$ cat src/rtl/nn_pkg.sv
// Shared definitions for the forward-pass sequencer: FSM state encoding,
// default network dimensions and the fixed ROM / hidden-buffer latency.
package nn_pkg;

  localparam int N_IN_DEF  = 784;
  localparam int N_HID_DEF = 32;
  localparam int N_OUT_DEF = 10;

  // ROM and hidden buffer return data one cycle after the address, which is
  // why each layer's DRAIN phase is exactly one cycle long.
  localparam int ROM_LAT = 1;

  typedef enum logic [3:0] {
    IDLE    = 4'd0,
    H_CLR   = 4'd1,
    H_MAC   = 4'd2,
    H_DRAIN = 4'd3,
    H_WB    = 4'd4,
    O_CLR   = 4'd5,
    O_MAC   = 4'd6,
    O_DRAIN = 4'd7,
    O_WB    = 4'd8,
    DONE    = 4'd9
  } state_t;

endpackage

$ cat src/rtl/nn_fwd_sequencer_if.sv
// Control/address bundle between the pass requester (master) and the
// forward-pass sequencer (slave).
interface nn_fwd_sequencer_if #(
  parameter int AW = 17,
  parameter int HW = 5
);

  logic          start;
  logic          abort;
  logic [AW-1:0] img_base;
  logic [AW-1:0] addr_in;
  logic [AW-1:0] addr_ih;
  logic [AW-1:0] addr_ho;
  logic [HW-1:0] hid_raddr;
  logic          mac_clr;
  logic          mac_en;
  logic          mac_sel;
  logic          act_we;
  logic [HW-1:0] hid_widx;
  logic          out_we;
  logic [HW-1:0] out_idx;
  logic          busy;
  logic          done;

  modport master (
    output start, abort, img_base,
    input  addr_in, addr_ih, addr_ho, hid_raddr, mac_clr, mac_en, mac_sel,
           act_we, hid_widx, out_we, out_idx, busy, done
  );

  modport slave (
    input  start, abort, img_base,
    output addr_in, addr_ih, addr_ho, hid_raddr, mac_clr, mac_en, mac_sel,
           act_we, hid_widx, out_we, out_idx, busy, done
  );

endinterface

$ cat src/rtl/nn_idx_counter.sv
// Loadable up-counter with synchronous clear, programmable step and a
// terminal-count flag. Used for loop indices, weight-base accumulators and
// the registered ROM address outputs. Arithmetic wraps modulo 2^W.
module nn_idx_counter #(
  parameter int W = 8
) (
  input  logic         clk,
  input  logic         rst,
  input  logic         clr,
  input  logic         load,
  input  logic [W-1:0] din,
  input  logic         inc,
  input  logic [W-1:0] step,
  input  logic [W-1:0] last,
  output logic [W-1:0] q,
  output logic         tc
);

  // Count register: clear beats load beats increment.
  always_ff @(posedge clk or posedge rst) begin
    // NOTE: non-blocking assignments in clocked blocks so every register
    // samples pre-edge values and simulation matches the synthesized flops.
    if (rst) begin
      q <= '0;
    end else if (clr) begin
      q <= '0;
    end else if (load) begin
      q <= din;
    end else if (inc) begin
      q <= q + step;
    end
  end

  assign tc = (q == last);

endmodule

$ cat src/rtl/nn_fwd_sequencer.sv
// Forward-pass sequencer for the time-shared MLP MAC. Walks every hidden
// neuron (N_IN products each) and then every output neuron (N_HID products
// each), producing ROM addresses, MAC strobes and write-back strobes.
// All outputs are registered and change together with the state.
module nn_fwd_sequencer
  import nn_pkg::*;
#(
  parameter int N_IN  = N_IN_DEF,
  parameter int N_HID = N_HID_DEF,
  parameter int N_OUT = N_OUT_DEF,
  parameter int AW    = 17,
  parameter int HW    = 5
) (
  input logic               clk,
  input logic               rst,
  nn_fwd_sequencer_if.slave bus
);

  // Inner-loop index must reach N_IN (or N_HID) without overflowing.
  localparam int IW = $clog2((N_IN > N_HID) ? N_IN : N_HID) + 1;

  state_t state_q, state_d;

  logic [AW-1:0] img_q;
  logic [IW-1:0] idx_q, idx_last;
  logic          idx_tc, idx_clr, idx_inc;
  logic [HW-1:0] nidx_q, nidx_last;
  logic          nidx_tc, nidx_clr, nidx_inc;
  logic [AW-1:0] ih_base_q, ho_base_q;
  logic          go_idle, run_h, run_o;

  // State register.
  always_ff @(posedge clk or posedge rst) begin
    if (rst) state_q <= IDLE;
    else     state_q <= state_d;
  end

  // Next-state logic; abort overrides every other transition.
  always_comb begin
    // NOTE: default first so no path leaves state_d unassigned, which would
    // otherwise infer a latch.
    state_d = state_q;
    unique case (state_q)
      IDLE:    if (bus.start) state_d = H_CLR;
      H_CLR:   state_d = H_MAC;
      H_MAC:   if (idx_tc) state_d = H_DRAIN;
      H_DRAIN: state_d = H_WB;
      H_WB:    state_d = nidx_tc ? O_CLR : H_CLR;
      O_CLR:   state_d = O_MAC;
      O_MAC:   if (idx_tc) state_d = O_DRAIN;
      O_DRAIN: state_d = O_WB;
      O_WB:    state_d = nidx_tc ? DONE : O_CLR;
      DONE:    state_d = IDLE;
      default: state_d = IDLE;
    endcase
    if (bus.abort) state_d = IDLE;
  end

  // Counter controls. Everything is zeroed whenever the FSM heads to IDLE,
  // so a fresh pass always starts from clean counters.
  assign go_idle   = (state_d == IDLE);
  assign run_h     = (state_q == H_MAC) && !idx_tc;
  assign run_o     = (state_q == O_MAC) && !idx_tc;
  assign idx_clr   = go_idle || (state_q == H_CLR) || (state_q == O_CLR);
  assign idx_inc   = (state_q == H_MAC) || (state_q == O_MAC);
  assign idx_last  = (state_q == O_MAC) ? IW'(N_HID - 1) : IW'(N_IN - 1);
  assign nidx_clr  = go_idle || ((state_q == H_WB) && nidx_tc);
  assign nidx_inc  = ((state_q == H_WB) || (state_q == O_WB)) && !nidx_tc;
  assign nidx_last = (state_q == H_WB) ? HW'(N_HID - 1) : HW'(N_OUT - 1);

  // Image base is captured only when a pass is actually accepted.
  always_ff @(posedge clk or posedge rst) begin
    if (rst)                                           img_q <= '0;
    else if (state_q == IDLE && bus.start && !bus.abort) img_q <= bus.img_base;
  end

  // i / h: position inside the current MAC run.
  nn_idx_counter #(.W(IW)) u_idx (
    .clk(clk), .rst(rst), .clr(idx_clr), .load(1'b0), .din('0),
    .inc(idx_inc), .step(IW'(1)), .last(idx_last), .q(idx_q), .tc(idx_tc)
  );

  // j / k: neuron index within the current layer.
  nn_idx_counter #(.W(HW)) u_nidx (
    .clk(clk), .rst(rst), .clr(nidx_clr), .load(1'b0), .din('0),
    .inc(nidx_inc), .step(HW'(1)), .last(nidx_last), .q(nidx_q), .tc(nidx_tc)
  );

  // Weight row bases: running sums replace j*N_IN and k*N_HID.
  nn_idx_counter #(.W(AW)) u_ih_base (
    .clk(clk), .rst(rst), .clr(go_idle), .load(1'b0), .din('0),
    .inc(state_q == H_WB), .step(AW'(N_IN)), .last('0), .q(ih_base_q), .tc()
  );

  nn_idx_counter #(.W(AW)) u_ho_base (
    .clk(clk), .rst(rst), .clr(go_idle), .load(1'b0), .din('0),
    .inc(state_q == O_WB), .step(AW'(N_HID)), .last('0), .q(ho_base_q), .tc()
  );

  // Address outputs: loaded on the edge entering the first MAC cycle,
  // stepped on each following MAC cycle, held otherwise.
  nn_idx_counter #(.W(AW)) u_addr_in (
    .clk(clk), .rst(rst), .clr(go_idle), .load(state_q == H_CLR), .din(img_q),
    .inc(run_h), .step(AW'(1)), .last('0), .q(bus.addr_in), .tc()
  );

  nn_idx_counter #(.W(AW)) u_addr_ih (
    .clk(clk), .rst(rst), .clr(go_idle), .load(state_q == H_CLR), .din(ih_base_q),
    .inc(run_h), .step(AW'(1)), .last('0), .q(bus.addr_ih), .tc()
  );

  nn_idx_counter #(.W(AW)) u_addr_ho (
    .clk(clk), .rst(rst), .clr(go_idle), .load(state_q == O_CLR), .din(ho_base_q),
    .inc(run_o), .step(AW'(1)), .last('0), .q(bus.addr_ho), .tc()
  );

  nn_idx_counter #(.W(HW)) u_hid_raddr (
    .clk(clk), .rst(rst), .clr(go_idle), .load(state_q == O_CLR), .din('0),
    .inc(run_o), .step(HW'(1)), .last('0), .q(bus.hid_raddr), .tc()
  );

  // Registered strobes, decoded from the state being entered so they line
  // up with it. An abort sends state_d to IDLE, which suppresses every
  // strobe (including write-backs and done) in the following cycle.
  always_ff @(posedge clk or posedge rst) begin
    if (rst) begin
      bus.mac_clr  <= 1'b0;
      bus.mac_en   <= 1'b0;
      bus.mac_sel  <= 1'b0;
      bus.act_we   <= 1'b0;
      bus.hid_widx <= '0;
      bus.out_we   <= 1'b0;
      bus.out_idx  <= '0;
      bus.busy     <= 1'b0;
      bus.done     <= 1'b0;
    end else begin
      bus.mac_clr  <= (state_d == H_CLR) || (state_d == O_CLR);
      // Data for MAC cycle n arrives in cycle n+1, so enable trails by one.
      bus.mac_en   <= ((state_q == H_MAC) || (state_q == O_MAC)) && !go_idle;
      bus.mac_sel  <= (state_d == O_CLR) || (state_d == O_MAC) ||
                      (state_d == O_DRAIN) || (state_d == O_WB);
      bus.act_we   <= (state_d == H_WB);
      bus.hid_widx <= (state_d == H_WB) ? nidx_q : '0;
      bus.out_we   <= (state_d == O_WB);
      bus.out_idx  <= (state_d == O_WB) ? nidx_q : '0;
      bus.busy     <= (state_d != IDLE) && (state_d != DONE);
      bus.done     <= (state_d == DONE);
    end
  end

endmodule

$ cat src/flat_wrapper.sv
// flat-port wrapper written by rule: the top's interface ports become plain ports
module nn_fwd_sequencer_flat import nn_pkg::*;
#(
  parameter int N_IN  = N_IN_DEF,
  parameter int N_HID = N_HID_DEF,
  parameter int N_OUT = N_OUT_DEF,
  parameter int AW    = 17,
  parameter int HW    = 5
)
  (clk, rst, bus_start, bus_abort, bus_img_base, bus_addr_in, bus_addr_ih, bus_addr_ho, bus_hid_raddr, bus_mac_clr, bus_mac_en, bus_mac_sel, bus_act_we, bus_hid_widx, bus_out_we, bus_out_idx, bus_busy, bus_done);
  nn_fwd_sequencer_if #(.AW(AW), .HW(HW)) bus_i ();
  input logic clk;
  input logic rst;
  input wire logic [$bits(bus_i.start)-1:0] bus_start;
  input wire logic [$bits(bus_i.abort)-1:0] bus_abort;
  input wire logic [$bits(bus_i.img_base)-1:0] bus_img_base;
  output wire logic [$bits(bus_i.addr_in)-1:0] bus_addr_in;
  output wire logic [$bits(bus_i.addr_ih)-1:0] bus_addr_ih;
  output wire logic [$bits(bus_i.addr_ho)-1:0] bus_addr_ho;
  output wire logic [$bits(bus_i.hid_raddr)-1:0] bus_hid_raddr;
  output wire logic [$bits(bus_i.mac_clr)-1:0] bus_mac_clr;
  output wire logic [$bits(bus_i.mac_en)-1:0] bus_mac_en;
  output wire logic [$bits(bus_i.mac_sel)-1:0] bus_mac_sel;
  output wire logic [$bits(bus_i.act_we)-1:0] bus_act_we;
  output wire logic [$bits(bus_i.hid_widx)-1:0] bus_hid_widx;
  output wire logic [$bits(bus_i.out_we)-1:0] bus_out_we;
  output wire logic [$bits(bus_i.out_idx)-1:0] bus_out_idx;
  output wire logic [$bits(bus_i.busy)-1:0] bus_busy;
  output wire logic [$bits(bus_i.done)-1:0] bus_done;
  assign bus_i.start = bus_start;
  assign bus_i.abort = bus_abort;
  assign bus_i.img_base = bus_img_base;
  assign bus_addr_in = bus_i.addr_in;
  assign bus_addr_ih = bus_i.addr_ih;
  assign bus_addr_ho = bus_i.addr_ho;
  assign bus_hid_raddr = bus_i.hid_raddr;
  assign bus_mac_clr = bus_i.mac_clr;
  assign bus_mac_en = bus_i.mac_en;
  assign bus_mac_sel = bus_i.mac_sel;
  assign bus_act_we = bus_i.act_we;
  assign bus_hid_widx = bus_i.hid_widx;
  assign bus_out_we = bus_i.out_we;
  assign bus_out_idx = bus_i.out_idx;
  assign bus_busy = bus_i.busy;
  assign bus_done = bus_i.done;
  nn_fwd_sequencer #(.N_IN(N_IN), .N_HID(N_HID), .N_OUT(N_OUT), .AW(AW), .HW(HW)) u_core (.clk(clk), .rst(rst), .bus(bus_i));
endmodule
$ cat config.mk
export PLATFORM = sky130hd
export DESIGN_NAME = nn_fwd_sequencer_flat
export DESIGN_NICKNAME = d
export VERILOG_FILES = /design/src/rtl/nn_pkg.sv /design/src/rtl/nn_fwd_sequencer_if.sv /design/src/rtl/nn_idx_counter.sv /design/src/rtl/nn_fwd_sequencer.sv /design/src/flat_wrapper.sv
export SDC_FILE = /design/constraint.sdc
export NUM_CORES = 1
export LEC_CHECK = 0
export CAP_MARGIN = 20
export CORE_MARGIN = 1.5
export CORE_UTILIZATION = 60
export DETAILED_ROUTE_END_ITERATION = 10
export PLACE_DENSITY = 0.85
export SLEW_MARGIN = 20
export SYNTH_ARGS = -nofsm -noshare
export SYNTH_HDL_FRONTEND = slang
export SYNTH_HIERARCHICAL = 1
export SYNTH_SLANG_ARGS = --single-unit
$ cat constraint.sdc
create_clock -name clk -period 11.3 [get_ports clk]
set_input_delay 1.695 -clock clk [delete_from_list [all_inputs] [get_ports clk]]
set_output_delay 1.695 -clock clk [all_outputs]
set_load 0.02 [all_outputs]
== Word level (Yosys, flattened, before mapping) ==
Index checks and enable logic that the tools add are counted.

* Register bits: 144
* Latch bits: 0
* Bits in writable memories: 0
* Memory bits (read-only): 0
* Output and inout bits: 73
* Logic and storage cells: 106
* Memories: 0

* Add/sub/neg operators: 8
* Multipliers: 0
* Div/mod/pow operators: 0
* Magnitude comparators: 0
* Equality and inequality tests: 18
* Shift-type cells: 0
* Multiplexer cells: 31
* Bitwise gates (word level): 0
* Reductions and logical operators: 30

{| class="wikitable"
|+ Operators with widths
! kind !! count
|-
| $mux 17 || 13
|-
| $add 17x1->17 const B || 3
|-
| $mux 5 || 8
|-
| $pmux 4 s9 || 1
|-
| $eq 4x3->1 const B || 8
|-
| $mux 11 || 2
|-
| $mux 4 || 5
|-
| $add 17x10->17 const B || 1
|-
| $add 17x6->17 const B || 1
|-
| $eq 4x4->1 const B || 3
|-
| $add 11x1->11 const B || 1
|-
| $eq 11x11->1 || 1
|-
| $add 5x1->5 const B || 2
|-
| $mux 10 || 1
|-
| $logic_or 1x1->1 || 9
|-
| $eq 4x1->1 const B || 2
|-
| $eq 4x2->1 const B || 2
|-
| $logic_and 1x1->1 || 8
|-
| $logic_not 4->1 || 2
|-
| $reduce_bool 2->1 || 4
|-
| $reduce_bool 3->1 || 2
|-
| $eq 5x5->1 || 1
|-
| $logic_not 1->1 || 4
|-
| $ne 4x4->1 const B || 1
|-
| other kinds (2) || 2
|}

== Longest topological paths before layout ==
Gate-level depths: netlist of run 1.

* Depth in word-level cells: 10
* Mapped depth: 19
* Depth with buffers taken out: 17

== Cells and area by module ==
Netlist of run 1, hierarchy kept.

{| class="wikitable"
|+ Modules (own cells, without submodules)
! module !! instances !! cells an instance !! area an instance (sq um) !! seq. area each (sq um)
|-
| nn_idx_counter at u_core.u_addr_ho ... || 3 || 240 || 1948.1 || 425.4
|-
| nn_idx_counter at u_core.u_ho_base ... || 2 || 250 || 1986.9 || 425.4
|-
| nn_fwd_sequencer || 1 || 140 || 1640.3 || 950.9
|-
| nn_idx_counter at u_core.u_idx || 1 || 129 || 1136.1 || 275.3
|-
| nn_idx_counter at u_core.u_hid_raddr ... || 2 || 52 || 454.2 || 125.1
|}

== Worst setup path after synthesis of run 1 ==
Ideal clock, no wire load.

* Path type: reg2reg
* From: register u_core.state_q[0]
* To: register u_core.u_addr_ih.q[12]
* Setup time: 124 ps
* Data arrival time: 3920 ps
* Data required time: 11176 ps
* Setup slack: 7256 ps
* Cell stages (with the launch flop): 15
* Path buffers: 1
* Cell sequence: dfrtp_1 buf_4 nand2b_1 nor2_1 nand2_1 inv_1 xnor2_1 nand4_1 nor3_1 nor4_1 clkinv_1 and3_1 a21oi_1 nor2_1 a211o_1

{| class="wikitable"
|+ RTL lines
! element !! line !! source
|-
| from (decl) || nn_fwd_sequencer.sv:22 || <nowiki>state_t state_q, state_d;</nowiki>
|-
| from (signal assigned) || nn_fwd_sequencer.sv:35 || <nowiki>else state_q <= state_d;</nowiki>
|-
| $eq 4x3->1 || nn_fwd_sequencer.sv:66 || <nowiki>assign idx_last = (state_q == O_MAC) ? IW'(N_HID - 1) : IW'(N_IN - 1);</nowiki>
|-
| $mux 10 || nn_fwd_sequencer.sv:66 ||
|-
| net u_core.idx_last[8] || nn_fwd_sequencer.sv:25 || <nowiki>logic [IW-1:0] idx_q, idx_last;</nowiki>
|-
| $eq 11x11->1 || nn_idx_counter.sv:34 || <nowiki>assign tc = (q == last);</nowiki>
|-
| net u_core.idx_tc || nn_fwd_sequencer.sv:26 || <nowiki>logic idx_tc, idx_clr, idx_inc;</nowiki>
|-
| $logic_not 1->1 || nn_fwd_sequencer.sv:62 || <nowiki>assign run_h = (state_q == H_MAC) && !idx_tc;</nowiki>
|-
| $logic_and 1x1->1 || nn_fwd_sequencer.sv:62 ||
|-
| net u_core.run_h || nn_fwd_sequencer.sv:30 || <nowiki>logic go_idle, run_h, run_o;</nowiki>
|-
| $reduce_bool 3->1 (no line) || n/a ||
|-
| to (signal assigned) || nn_idx_counter.sv:28 || <nowiki>q <= din;</nowiki>
|-
| to (signal assigned) || nn_idx_counter.sv:30 || <nowiki>q <= q + step;</nowiki>
|-
| to (decl) || nn_idx_counter.sv:15 || <nowiki>output logic [W-1:0] q,</nowiki>
|}

The timed path passes the listed nets, and every way through them passes these cells.
A chain may end at the register's enable or synchronous reset.

== Worst setup path after layout of run 1 ==
* From: register u_core.state_q[1]
* To: register u_core.u_ho_base.q[12]

* Cells in the longest elaborated chain, start to end: 8

{| class="wikitable"
|+ Ends and longest elaborated chain
! element !! line !! source
|-
| $eq 4x3->1 (*) || nn_fwd_sequencer.sv:66 ||
|-
| $mux 10 (*) || nn_fwd_sequencer.sv:66 ||
|-
| net u_core.idx_last[8] || nn_fwd_sequencer.sv:25 ||
|-
| $eq 11x11->1 (*) || nn_idx_counter.sv:34 ||
|-
| net u_core.idx_tc || nn_fwd_sequencer.sv:26 ||
|-
| $mux 4, on equally long branches || nn_fwd_sequencer.sv:50, nn_fwd_sequencer.sv:46 ||
|-
| $pmux 4 s9 (*) || nn_fwd_sequencer.sv:43 || <nowiki>unique case (state_q)</nowiki>
|-
| $mux 4 (*) || nn_fwd_sequencer.sv:56 || <nowiki>if (bus.abort) state_d = IDLE;</nowiki>
|-
| $logic_not 4->1 (*) || nn_fwd_sequencer.sv:61 || <nowiki>assign go_idle = (state_d == IDLE);</nowiki>
|-
| net u_core.go_idle || nn_fwd_sequencer.sv:30 ||
|-
| $mux 17 / $reduce_bool 2->1 (equally long branches) || n/a ||
|-
| to (signal assigned) || nn_idx_counter.sv:28 ||
|-
| to (signal assigned) || nn_idx_counter.sv:30 ||
|-
| to (decl) || nn_idx_counter.sv:15 ||
|}

The timed path passes the listed nets; every way through them passes the cells marked *.

==> results of run 1 <==
[placed cells by master (no fill, tap or decap), types with 40 or more instances in the layout]
cell,count
nand3_1,40
nand2_1,103
inv_1,65
dfrtp_1,144
nor2_1,152
a21oi_1,141
clkdlybuf4s50_1,93
o21ai_0,44
ha_1,98
conb_1,197
[metal layers]
metal / vias up / track usage, % / wire [um]
li1: 5740 / - / -
met1: 5717 / 39.7 / 14500
met2: 468 / 52.2 / 16100
met3: 56 / 4.91 / 2090
met4: 0 / 9.75 / 583
met5: - / 0 / 0
[cell type report]
| cell class | count | area [sq um] |
|---|---|---|
| clock buffer | 19 | 443 |
| sequential | 144 | 3600 |
| multi-input combinational | 1372 | 9020 |
| clock inverter | 12 | 110 |
| timing repair buffer | 101 | 991 |
| inverter | 75 | 283 |
| tap | 270 | 338 |
| fill | 1603 | 5580 |
[path summary, 6_finish.rpt]
check | from | end | slack (ps)
min | u_core/img_q[8] | u_core/img_q[8] | 510
max | u_core/state_q[1] | u_core/u_ho_base/q[12] | 5360
min reg2reg | u_core/img_q[8] | u_core/img_q[8] | 510
min in group asynchronous | rst | u_core/u_nidx/q[4] | 1990
max reg2reg | u_core/state_q[1] | u_core/u_ho_base/q[12] | 5360
max in group asynchronous | rst | u_core/u_ho_base/q[9] | 8570
[registers in the layout, summed over array words and instances, names as in the netlist, 11 cells and up]
register,flops
u_core/img_q,17
u_core/u_addr_ho/q,17
u_core/u_addr_ih/q,17
u_core/u_addr_in/q,17
u_core/u_ho_base/q,17
u_core/u_ih_base/q,17
u_core/u_idx/q,11
[metrics by stage]
| step | hold slack (ps) | util (%) | setup WS, ps |
|---|---|---|---|
| after floorplan | 479 | - | 7260 |
| after global routing | 525 | 72.6 | 4830 |
| after CTS | 507 | 72.6 | 5470 |
| after global placement | 491 | 69.9 | 5790 |
| final | 506 | 72.6 | 5360 |
| after detailed placement | 494 | 69.9 | 5510 |
[power breakdown]
part	internal, mW	switching (mW)
clock network	0.308	0.236
registers	0.581	0.0655
logic	0.293	0.451
[worst max-delay path, delay by kind of cell, from the launching register on]
family	cells	cell delay, ps
AND/OR/NAND/NOR	9	3250
XOR/XNOR	1	110
AO/OA/AOI/OAI	2	370
buffers and inverters	4	1390
flip-flops	1	700
==> summary.txt, run 1 <==
Leakage = 6.78 nW
Placed inst area = 0.0142 sq mm
Total CTS buffers = 17
PostCTS Resize Cnt = 0
Fin. Hold Viols = 0
Clk_lat worst skew = 430 ps
Synthesis-to-layout area growth = 18.0%
FMAX = 168 MHz
Initial DRT Pass Iterations = 5
Element type at the critical path end = flop
Final Wtd Congestion = 0.963
Slowest stage cell, crit path = nor2_1
Crit share post-route = 52.5%
DR iter-0 viols = 1038
Max-slew violations = 0
Initial antenna violation count = 0
WP data arrival = 6300 ps
N_diodes = 0
Final min period = 5940 ps
Wire per inst = 16.7 um
Kind of critical path = reg -> reg
Yosys warnings = 6
Post-Layout Cell Count = 1993
Post-DP HPWL = 24200 um
Core area = 0.0204 sq mm
Number of I/O port buffers = 93
CP max stage delay = 810 ps
Wire length of the first global-routing pass = 54200 um
DR vias/cell = 6.01
FP Rows = 52
Worst Tran Pin Value = 982 ps
Pwr dens = 131 mW/mm^2
RSZ-0062 raised after global routing = false
Htree depth = 4
Io pins = 94
Cells after Synth = 1471
Clock Skew = 12.5 ps
Syn_area_per_cell = 8.52 sq um
Sum of negative setup slack = 0 ps
Clock root buffer = clkbuf_16
Routed Antenna Nets = 0
Hold Crit Class = reg -> reg
CTS hold repair buffers = 0
Total Power = 1.93 mW
Vias in the first global route = 11.2k
Initial Util = 61.5%
Placed cell count = 1962
Layout cells sized above 1 = 8.88%
Largest net degree at the start of global routing = 57
Slew margin rel. = 34.3%
Critical path, cell by cell = nand2b_1, nor2_1, nand2_1, inv_1, xnor2_1, nand4_1, nor3_1, inv_1, o21ai_0, nand4_2, o211ai_2, clkinv_2, buf_4, nand2b_1, or4_1, nand3_1
Clock-pin slew on the worst setup and hold paths = 60 ps
Drc violations = 0
Vias after detailed routing = 12.0k
Mapped Area = 0.0125 sq mm
CTS sink cnt = 144
Chip width = 148 um
Maximum buffer depth of the clock tree = 2
TritonCTS clock tree = yes
GRT Util Overall = 30.6%
DRT Wirelength = 33300 um
VDD IR-drop max = 0.0985 mV
Cells on Worst Hold Path = 1
GR Overflow Total = 0
Status = completed
Max-Cap Viols = 0
Max FO, Critical Path = 56
Nets = 1838
Final setup fails = 0
Die ar. = 0.0218 sq mm
Die height = 148 um
Required time of the worst setup path = 11660 ps
R2R depth = 16
Post-route cell area = 0.0148 sq mm
Postcts setup bufs = 0
Critical path startpoint category = flop
(Power assumes the default switching activity.)
==> inputs of run 2 (changes only) <==
==> constraint.sdc (replaced) <==
create_clock -name clk -period 6.18 [get_ports clk]
set_input_delay 0.927 -clock clk [delete_from_list [all_inputs] [get_ports clk]]
set_output_delay 0.927 -clock clk [all_outputs]
set_load 0.02 [all_outputs]
==> summary.txt, run 2 (synthesis results as in run 1) <==
Final Wtd Congestion = 0.941 (-2.4%)
Wire per inst = 16.8 um (+0.48%)
TritonCTS clock tree = yes
Max-slew violations = 0 (unchanged)
Post-DP HPWL = 24600 um (+1.7%)
Max FO, Critical Path = 47 (-16%)
Clock root buffer = clkbuf_16
Clock-pin slew on the worst setup and hold paths = 70 ps (about the same)
Required time of the worst setup path = 6540 ps (-5120 ps)
Max-Cap Viols = 0 (unchanged)
Fin. Hold Viols = 0 (unchanged)
Io pins = 94 (unchanged)
Largest net degree at the start of global routing = 48 (-16%)
Maximum buffer depth of the clock tree = 2 (unchanged)
Kind of critical path = reg -> reg
Post-route cell area = 0.0148 sq mm (+0.29%)
N_diodes = 0 (unchanged)
FMAX = 203 MHz (+21%)
Element type at the critical path end = flop
Finished Core Util = 72.8% (+0.21 points)
Total Power = 3.57 mW (+84%)
CTS sink cnt = 144 (unchanged)
Initial antenna violation count = 0 (unchanged)
Placed cell count = 1965 (+0.15%)
Wire length of the first global-routing pass = 55600 um (+2.5%)
Hold Crit Class = reg -> reg
Vias after detailed routing = 12.0k (-0.23%)
Chip width = 148 um (unchanged)
WP data arrival = 5290 ps (-1010 ps)
Placed inst area = 0.0143 sq mm (+0.25%)
Pwr dens = 241 mW/mm^2 (+84%)
Routed Antenna Nets = 0 (unchanged)
GRT Util Overall = 31.3% (+0.67 points)
Nets = 1841 (+0.16%)
FP Rows = 52 (unchanged)
Initial DRT Pass Iterations = 6 (+1)
DRT Wirelength = 33600 um (+0.68%)
Drc violations = 0 (unchanged)
Die height = 148 um (unchanged)
Vias in the first global route = 11.5k (+2.9%)
Critical path startpoint category = flop
Htree depth = 4 (unchanged)
Post-Layout Cell Count = 1997 (+0.20%)
Status = completed
DR vias/cell = 5.99 (-0.43%)
DR iter-0 viols = 853 (-18%)
Number of I/O port buffers = 93 (unchanged)
Initial Util = 61.5% (unchanged)
CP top delay family = simple AND/OR/NAND/NOR gates
Sum of negative setup slack = 0 ps (unchanged)
CP max stage delay = 700 ps (-110 ps)
Slew margin rel. = 48.7% (+14 points)
Layout cells sized above 1 = 9.15% (+0.27 points)
CP bufs+invs = 5 (+1)
PostCTS Resize Cnt = 0 (unchanged)
Slowest stage cell, crit path = dfrtp_1
GR Overflow Total = 0 (unchanged)
Leakage = 6.81 nW (+0.47%)
CTS hold repair buffers = 0 (unchanged)
Commonest non-fill, non-tap cells in the layout = conb_1 (197), nor2_1 (152), dfrtp_1 (144), a21oi_1 (141), nand2_1 (103)
Final min period = 4930 ps (-1010 ps)
Core area = 0.0204 sq mm (unchanged)
Postcts setup bufs = 0 (unchanged)
Synthesis-to-layout area growth = 18.4%
Flop-to-flop setup slack = 1250 ps (-4110 ps)
Final setup fails = 0 (unchanged)
Clock Skew = 11.3 ps (-1.22 ps)
RSZ-0062 raised after global routing = false
VDD IR-drop max = 0.190 mV (+93%)
Clk_lat worst skew = 430 ps (about the same)
Total CTS buffers = 17 (unchanged)
Commonest non-fill, non-tap cell in the layout = conb_1
Crit share post-route = 79.7% (+27 points)
Die ar. = 0.0218 sq mm (unchanged)
Critical path, cell by cell = nand2b_1, nor2_1, buf_4, nand2_1, inv_1, xnor2_1, nand4_1, nor3_1, inv_1, o21ai_0, nand4_2, o211ai_2, clkinv_2, buf_12, nor3b_1, nand3_1, a31oi_1, o21ai_0, nand3_1
Worst Tran Pin Value = 769 ps (-213 ps)
run 2: metal layers:
layer | wire [um] | vias up | global-route usage [%]
met5 | 0 | - | 0
met4 | 688 | 0 | 9.60
met3 | 1780 | 58 | 4.57
met2 | 16900 | 391 | 54.8
met1 | 14200 | 5747 | 39.7
li1 | - | 5757 | -
run 2: worst paths after layout:
path                                   startpoint                       to  cells past startpoint
worst min register to register    u_core/img_q[3]          u_core/img_q[3]                      1
max in group asynchronous                     rst   u_core/u_ih_base/q[13]                      2
worst max-delay path            u_core/state_q[1]   u_core/u_ho_base/q[13]                     19
worst min-delay path              u_core/img_q[3]          u_core/img_q[3]                      1
min in group asynchronous                     rst  u_core/u_hid_raddr/q[2]                      2
worst max register to register  u_core/state_q[1]   u_core/u_ho_base/q[13]                     19
run 2: final cells by class:
type,count,area (sq um)
clock buffers,17,425
clock inverters,15,135
fillers,1595,5540
inverters,75,283
multi-input cells,1372,9020
flip-flops and latches,144,3600
well taps,270,338
repair buffers,104,1030
run 2: report_power, final:
group | switching [mW] | internal, mW
Combinational | 0.829 | 0.545
Sequential | 0.121 | 1.06
Clock | 0.477 | 0.533
run 2: per-stage QoR:
stage / hold slack [ps] / setup slack (ps)
6_report: 510 / 1250
5_1_grt: 536 / 826
4_1_cts: 512 / 1330
3_5_place_dp: 496 / 1370
3_3_place_gp: 488 / 1540
2_1_floorplan: 479 / 2140
